--- src/rtl/seq_divider_if.sv ---
// ----------------------------------------------------------------------------
// seq_divider_if
// Handshake and data bundle for the sequential divider.
//   start_valid / start_ready : operand pair handshake (requester -> divider)
//   Dividend, Divisor         : unsigned operands, WIDTH bits
//   out_valid / out_ready     : result handshake (divider -> consumer)
//   Quotient, Remainder       : unsigned results, WIDTH bits
//   DivByZero                 : captured divisor was zero
// Modports: master = requester/consumer side, slave = divider side.
// ----------------------------------------------------------------------------
interface seq_divider_if #(
    parameter int WIDTH = 32
) ();
    logic             start_valid;
    logic             start_ready;
    logic [WIDTH-1:0] Dividend;
    logic [WIDTH-1:0] Divisor;
    logic             out_valid;
    logic             out_ready;
    logic [WIDTH-1:0] Quotient;
    logic [WIDTH-1:0] Remainder;
    logic             DivByZero;

    modport master (
        output start_valid, Dividend, Divisor, out_ready,
        input  start_ready, out_valid, Quotient, Remainder, DivByZero
    );

    modport slave (
        input  start_valid, Dividend, Divisor, out_ready,
        output start_ready, out_valid, Quotient, Remainder, DivByZero
    );
endinterface

--- src/rtl/seq_divider.sv ---
// ----------------------------------------------------------------------------
// seq_divider
// Unsigned restoring divider, one quotient bit per clock.
// Ports:
//   clk   : rising-edge clock
//   rst_n : asynchronous active-low reset
//   bus   : seq_divider_if.slave (operand handshake, result handshake,
//           Quotient / Remainder / DivByZero outputs)
// An accepted nonzero-divisor operation produces its result WIDTH edges after
// acceptance; a zero divisor completes on the accepting edge with
// Quotient = all ones, Remainder = Dividend, DivByZero = 1.
// ----------------------------------------------------------------------------
module seq_divider #(
    parameter int WIDTH = 32
) (
    input  logic         clk,
    input  logic         rst_n,
    seq_divider_if.slave bus
);

    localparam int CNT_W = (WIDTH > 1) ? $clog2(WIDTH) : 1;
    localparam logic [CNT_W-1:0] LAST_ITER = CNT_W'(WIDTH - 1);

    typedef enum logic [1:0] {
        IDLE = 2'd0,
        BUSY = 2'd1,
        DONE = 2'd2
    } state_t;

    state_t           state_q, state_d;
    logic [CNT_W-1:0] cnt_q, cnt_d;
    // acc holds the dividend; each step shifts its MSB out into the partial
    // remainder and shifts the new quotient bit in at the LSB.
    logic [WIDTH-1:0] acc_q, acc_d;
    logic [WIDTH-1:0] divisor_q, divisor_d;
    logic [WIDTH-1:0] work_rem_q, work_rem_d;
    // Result registers are separate from the working registers so the
    // visible outputs only change when a finished result is loaded.
    logic [WIDTH-1:0] quot_q, quot_d;
    logic [WIDTH-1:0] rem_q, rem_d;
    logic             dbz_q, dbz_d;

    logic [WIDTH:0]   shifted;
    logic [WIDTH:0]   diff;
    logic             borrow;
    logic [WIDTH-1:0] step_rem;
    logic [WIDTH-1:0] step_acc;

    // One restoring step. Because the partial remainder is always below the
    // divisor, the shifted value fits in WIDTH+1 bits and the top bit of the
    // WIDTH+1-bit difference is exactly the borrow.
    always_comb begin
        shifted  = {work_rem_q, acc_q[WIDTH-1]};
        diff     = shifted - {1'b0, divisor_q};
        borrow   = diff[WIDTH];
        step_rem = borrow ? shifted[WIDTH-1:0] : diff[WIDTH-1:0];
        step_acc = {acc_q[WIDTH-2:0], ~borrow};
    end

    always_comb begin
        state_d    = state_q;
        cnt_d      = cnt_q;
        acc_d      = acc_q;
        divisor_d  = divisor_q;
        work_rem_d = work_rem_q;
        quot_d     = quot_q;
        rem_d      = rem_q;
        dbz_d      = dbz_q;

        case (state_q)
            IDLE: begin
                if (bus.start_valid) begin
                    acc_d      = bus.Dividend;
                    divisor_d  = bus.Divisor;
                    work_rem_d = '0;
                    cnt_d      = '0;
                    if (bus.Divisor == '0) begin
                        quot_d  = '1;
                        rem_d   = bus.Dividend;
                        dbz_d   = 1'b1;
                        state_d = DONE;
                    end else begin
                        state_d = BUSY;
                    end
                end
            end
            BUSY: begin
                acc_d      = step_acc;
                work_rem_d = step_rem;
                cnt_d      = cnt_q + CNT_W'(1);
                if (cnt_q == LAST_ITER) begin
                    quot_d  = step_acc;
                    rem_d   = step_rem;
                    dbz_d   = 1'b0;
                    state_d = DONE;
                end
            end
            DONE: begin
                if (bus.out_ready) begin
                    state_d = IDLE;
                end
            end
            default: begin
                state_d = IDLE;
            end
        endcase
    end

    always_ff @(posedge clk or negedge rst_n) begin
        if (!rst_n) begin
            state_q    <= IDLE;
            cnt_q      <= '0;
            acc_q      <= '0;
            divisor_q  <= '0;
            work_rem_q <= '0;
            quot_q     <= '0;
            rem_q      <= '0;
            dbz_q      <= 1'b0;
        end else begin
            state_q    <= state_d;
            cnt_q      <= cnt_d;
            acc_q      <= acc_d;
            divisor_q  <= divisor_d;
            work_rem_q <= work_rem_d;
            quot_q     <= quot_d;
            rem_q      <= rem_d;
            dbz_q      <= dbz_d;
        end
    end

    // Handshake flags are pure decodes of the state register.
    assign bus.start_ready = (state_q == IDLE);
    assign bus.out_valid   = (state_q == DONE);
    assign bus.Quotient    = quot_q;
    assign bus.Remainder   = rem_q;
    assign bus.DivByZero   = dbz_q;

endmodule

--- src/flat_wrapper.sv ---
// flat-port wrapper written by rule: the top's interface ports become plain ports
module seq_divider_flat 
#(
    parameter int WIDTH = 32
)
  (clk, rst_n, bus_start_valid, bus_Dividend, bus_Divisor, bus_out_ready, bus_start_ready, bus_out_valid, bus_Quotient, bus_Remainder, bus_DivByZero);
  seq_divider_if #(.WIDTH(WIDTH)) bus_i ();
  input  logic clk;
  input  logic rst_n;
  input wire logic [$bits(bus_i.start_valid)-1:0] bus_start_valid;
  input wire logic [$bits(bus_i.Dividend)-1:0] bus_Dividend;
  input wire logic [$bits(bus_i.Divisor)-1:0] bus_Divisor;
  input wire logic [$bits(bus_i.out_ready)-1:0] bus_out_ready;
  output wire logic [$bits(bus_i.start_ready)-1:0] bus_start_ready;
  output wire logic [$bits(bus_i.out_valid)-1:0] bus_out_valid;
  output wire logic [$bits(bus_i.Quotient)-1:0] bus_Quotient;
  output wire logic [$bits(bus_i.Remainder)-1:0] bus_Remainder;
  output wire logic [$bits(bus_i.DivByZero)-1:0] bus_DivByZero;
  assign bus_i.start_valid = bus_start_valid;
  assign bus_i.Dividend = bus_Dividend;
  assign bus_i.Divisor = bus_Divisor;
  assign bus_i.out_ready = bus_out_ready;
  assign bus_start_ready = bus_i.start_ready;
  assign bus_out_valid = bus_i.out_valid;
  assign bus_Quotient = bus_i.Quotient;
  assign bus_Remainder = bus_i.Remainder;
  assign bus_DivByZero = bus_i.DivByZero;
  seq_divider #(.WIDTH(WIDTH)) u_core (.clk(clk), .rst_n(rst_n), .bus(bus_i));
endmodule
--- config.mk ---
export PLATFORM = sky130hd
export DESIGN_NAME = seq_divider_flat
export DESIGN_NICKNAME = d
export VERILOG_FILES = /design/src/rtl/seq_divider_if.sv /design/src/rtl/seq_divider.sv /design/src/flat_wrapper.sv
export SDC_FILE = /design/constraint.sdc
export NUM_CORES = 1
export LEC_CHECK = 0
export CAP_MARGIN = 40
export CORE_MARGIN = 2
export CORE_UTILIZATION = 55
export DETAILED_ROUTE_END_ITERATION = 10
export PLACE_DENSITY = 0.83
export SYNTH_ARGS = -nofsm -noshare
export SYNTH_HDL_FRONTEND = slang
export SYNTH_SLANG_ARGS = --single-unit
--- constraint.sdc ---
create_clock -name clk -period 4.4 [get_ports clk]
set_input_delay 0.66 -clock clk [delete_from_list [all_inputs] [get_ports clk]]
set_output_delay 0.66 -clock clk [all_outputs]
set_load 0.01 [all_outputs]
==> run summary <==
drt wl/cell = 17.9 µm
row cnt = 46
number of library cell types mapped by synthesis = 60
DR pass1 iterations = 5
PostCTS Resize Cnt = 0
top_reg_cell synth = dfrtp_1
initial core utilization = 0.563
Synth warnings = 0
R2R setup slack = 0.87 ns
Top-Level Pins = 135
gr ovfl total = 0
CP Capture Type = flop
Max Cap Violations = 0
Pwr Density = 921 nW/µm²
initial DRC count = 703
leakage power = 4.86 nW
Tmin final = 3.53 ns
full die area = 17400 µm²
worst-margin pin slew = 0.766 ns
H-tree Lvls = 4
most common cell after layout, fill and taps aside = nand2_1
CTS root buf = clkbuf_16
core area = 15900 µm²
CP Class = flop to flop
switching pwr = 4.72 mW
critical path startpoint category = flop
initial antenna violation count = 0
WP data arrival = 3.81 ns
commonest cells after routing, fill and taps aside = nand2_1, dfrtp_1, clkdlybuf4s50_1
Slew HR = 0.489
wirelength, routed = 24.5 mm
final setup fails = 0
max-slew violation count = 0
CTS Sinks = 168
# DRC = 0
Post-DP Area = 10500 µm²
CTS max path bufs = 2
Worst Path Required = 4.69 ns
TritonCTS clock tree = built
die width = 132 µm
Worst VDD drop = 0.000425 V
final RePlAce weighted congestion = 0.936
GRT Overall Usage = 0.288
Mean Syn Cell Area = 8.66 µm²
area share of the largest cell type after synthesis = 0.468
Inserted Clock Buffers = 17
ANT cells = 0
HPWL Detailed = 17.7 mm
RSZ-0062 raised after global routing = false
Net Count, Synth = 1139
reg2reg path depth = 13
sequential cell fraction of total power = 0.271
Mapped Cells = 1036
Clock Skews = 0.00815 ns
layout cells sized above 1 = 0.0503
Clock Latency Late Sink = 0.43 ns
sequential-to-total area share from yosys stat = 0.468
Fin. Hold Viols = 0
crit path max fanout = 26
cell internal pwr = 5.47 mW
placed instance count = 1339
largest net degree at the start of global routing = 77
Port Buffers = 134
max frequency = 284 MHz
first-pass GRT wire length = 40.2 mm
final instance area = 11100 µm²
area of the mapped netlist = 8970 µm²
number of global-route vias before repair = 7796
Antenna Nets Post-Route = 0
Via-to-Cell Ratio = 5.93
switch share = 0.464
status = complete, no violations
synthesis-to-layout area growth = 23.3%
Yosys reg bits = 168
Clk pwr share = 0.149
CTS Hold Bufs = 0
Setup Buffers After CTS = 0
nets = 1245
clock slew at reported path FFs = 0.07 ns
final non-filler cell total = 1370
Vias = 8120
Synth async-reset ratio = 1.00
setup TNS = 0 ns
worst hold path type = input port to async pin
Critical R2R Launch = u_core.acc_q[31]$_DFFE_PN0P_
Post-synth EDFFs = 0
cell taking the most area after synthesis = dfrtp_1
Chip Height = 132 µm
FF-to-FF End = u_core.work_rem_q[11]$_DFFE_PN0P_
combinational fraction of design power = 0.581
final period utilization = 0.801
leading post-synthesis cells by cell area = dfrtp_1, nand2_1, o21ai_0, ha_1, nor2_1
[stage by stage]
| step | util | worst slack (ns) | hold WS, ns | power [mW] |
|---|---|---|---|---|
| 6_report | 0.694 | 0.874 | 0.161 | 10.2 |
| 5_1_grt | 0.694 | 0.656 | 0.202 | 10.9 |
| 3_5_place_dp | 0.657 | 0.919 | 0.463 | 8.58 |
| 2_1_floorplan | - | 1.34 | 0.364 | 6.74 |
| 3_3_place_gp | 0.655 | 1.02 | 0.458 | 8.43 |
| 4_1_cts | 0.694 | 0.912 | 0.185 | 10.1 |
[power by group through the flow]
| stage | Clock (mW) | Combinational, mW | Sequential, mW |
|---|---|---|---|
| 2_1_floorplan | 0 | 3.99 | 2.75 |
| 3_3_place_gp | 0 | 5.70 | 2.73 |
| 3_5_place_dp | 0 | 5.82 | 2.76 |
| 4_1_cts | 1.53 | 5.85 | 2.74 |
| 5_1_grt | 1.59 | 6.52 | 2.84 |
| 6_report | 1.52 | 5.92 | 2.76 |
[worst max path at each step]
| stage | from | to | slack (ns) | cells past startpoint |
|---|---|---|---|---|
| floorplan | u_core.acc_q[31]$_DFFE_PN0P_ | u_core.work_rem_q[31]$_DFFE_PN0P_ | 1.34 | 13 |
| global placement | bus_Divisor[3] | u_core.bus.Remainder[10]$_DFFE_PN0P_ | 1.02 | 8 |
| detailed placement | bus_Divisor[3] | u_core.bus.Remainder[10]$_DFFE_PN0P_ | 0.92 | 8 |
| CTS | u_core.acc_q[31]$_DFFE_PN0P_ | u_core.work_rem_q[11]$_DFFE_PN0P_ | 0.91 | 13 |
| global route | u_core.acc_q[31]$_DFFE_PN0P_ | u_core.work_rem_q[11]$_DFFE_PN0P_ | 0.66 | 13 |
| finish | u_core.acc_q[31]$_DFFE_PN0P_ | u_core.work_rem_q[11]$_DFFE_PN0P_ | 0.87 | 13 |
[final cells by class]
cell class | instances | area, µm²
Clock buffer | 17 | 425
Clock inverter | 14 | 161
Fill cell | 1253 | 4880
Inverter | 42 | 158
Multi-Input combinational cell | 766 | 4380
Sequential cell | 168 | 4200
Tap cell | 216 | 270
Timing Repair Buffer | 147 | 1460
[per-layer routing]
metal / GRT usage / wire, µm / vias to the layer above
met3: 0.0592 / 1960 / 30
met2: 0.427 / 10900 / 358
met4: 0.0803 / 291 / 0
met5: 0 / 0 / -
li1: - / - / 3867
met1: 0.433 / 11400 / 3865
[worst max-delay path: stages (launching register included)]
cell and delay [ns]:
dfrtp_1 0.39, inv_1 0.06, ha_1 0.15, inv_1 0.05
fa_1 0.42, a211oi_2 0.26, o211ai_1 0.16, a41oi_4 0.36
a21oi_1 0.15, o41a_4 0.41, nand2_1 0.10, buf_4 0.34
mux2i_1 0.39, o21ai_0 0.13
[synthesized netlist by cell type (all sizes together), types with 8 or more instances]
library cell / n
nand2: 198
o211ai: 25
clkbuf: 45
xor2: 13
a31oi: 27
o21ai: 125
nor3: 12
dfrtp: 168
inv: 42
a211oi: 10
o22ai: 18
a21oi: 50
nand2b: 10
nand3: 47
nand4: 9
nor4: 8
buf: 15
mux2i: 19
and3: 8
xnor2: 12
nor2: 80
ha: 34
[sequential cells by signal (all words and copies together), names as in the netlist]
| signal | cells |
|---|---|
| u_core.state_q | 2 |
| u_core.work_rem_q | 32 |
| u_core.cnt_q | 5 |
| u_core.bus.Quotient | 32 |
| u_core.bus.DivByZero | 1 |
| u_core.bus.Remainder | 32 |
| u_core.acc_q | 32 |
| u_core.divisor_q | 32 |
[cells by family (layout without fill, tap and decap cells)]
group,Yosys count,count (layout),share of synthesized area
muxes,20,20,0.0224
AOI/OAI and AO/OA,298,298,0.202
adders and majority gates,35,35,0.0496
and+or+nand+nor,388,388,0.186
DFF,168,168,0.468
buffers and inverters,102,220,0.0468
xor gates and xnor gates,25,25,0.0244
No activity file was read; power rests on OpenSTA's default activity.
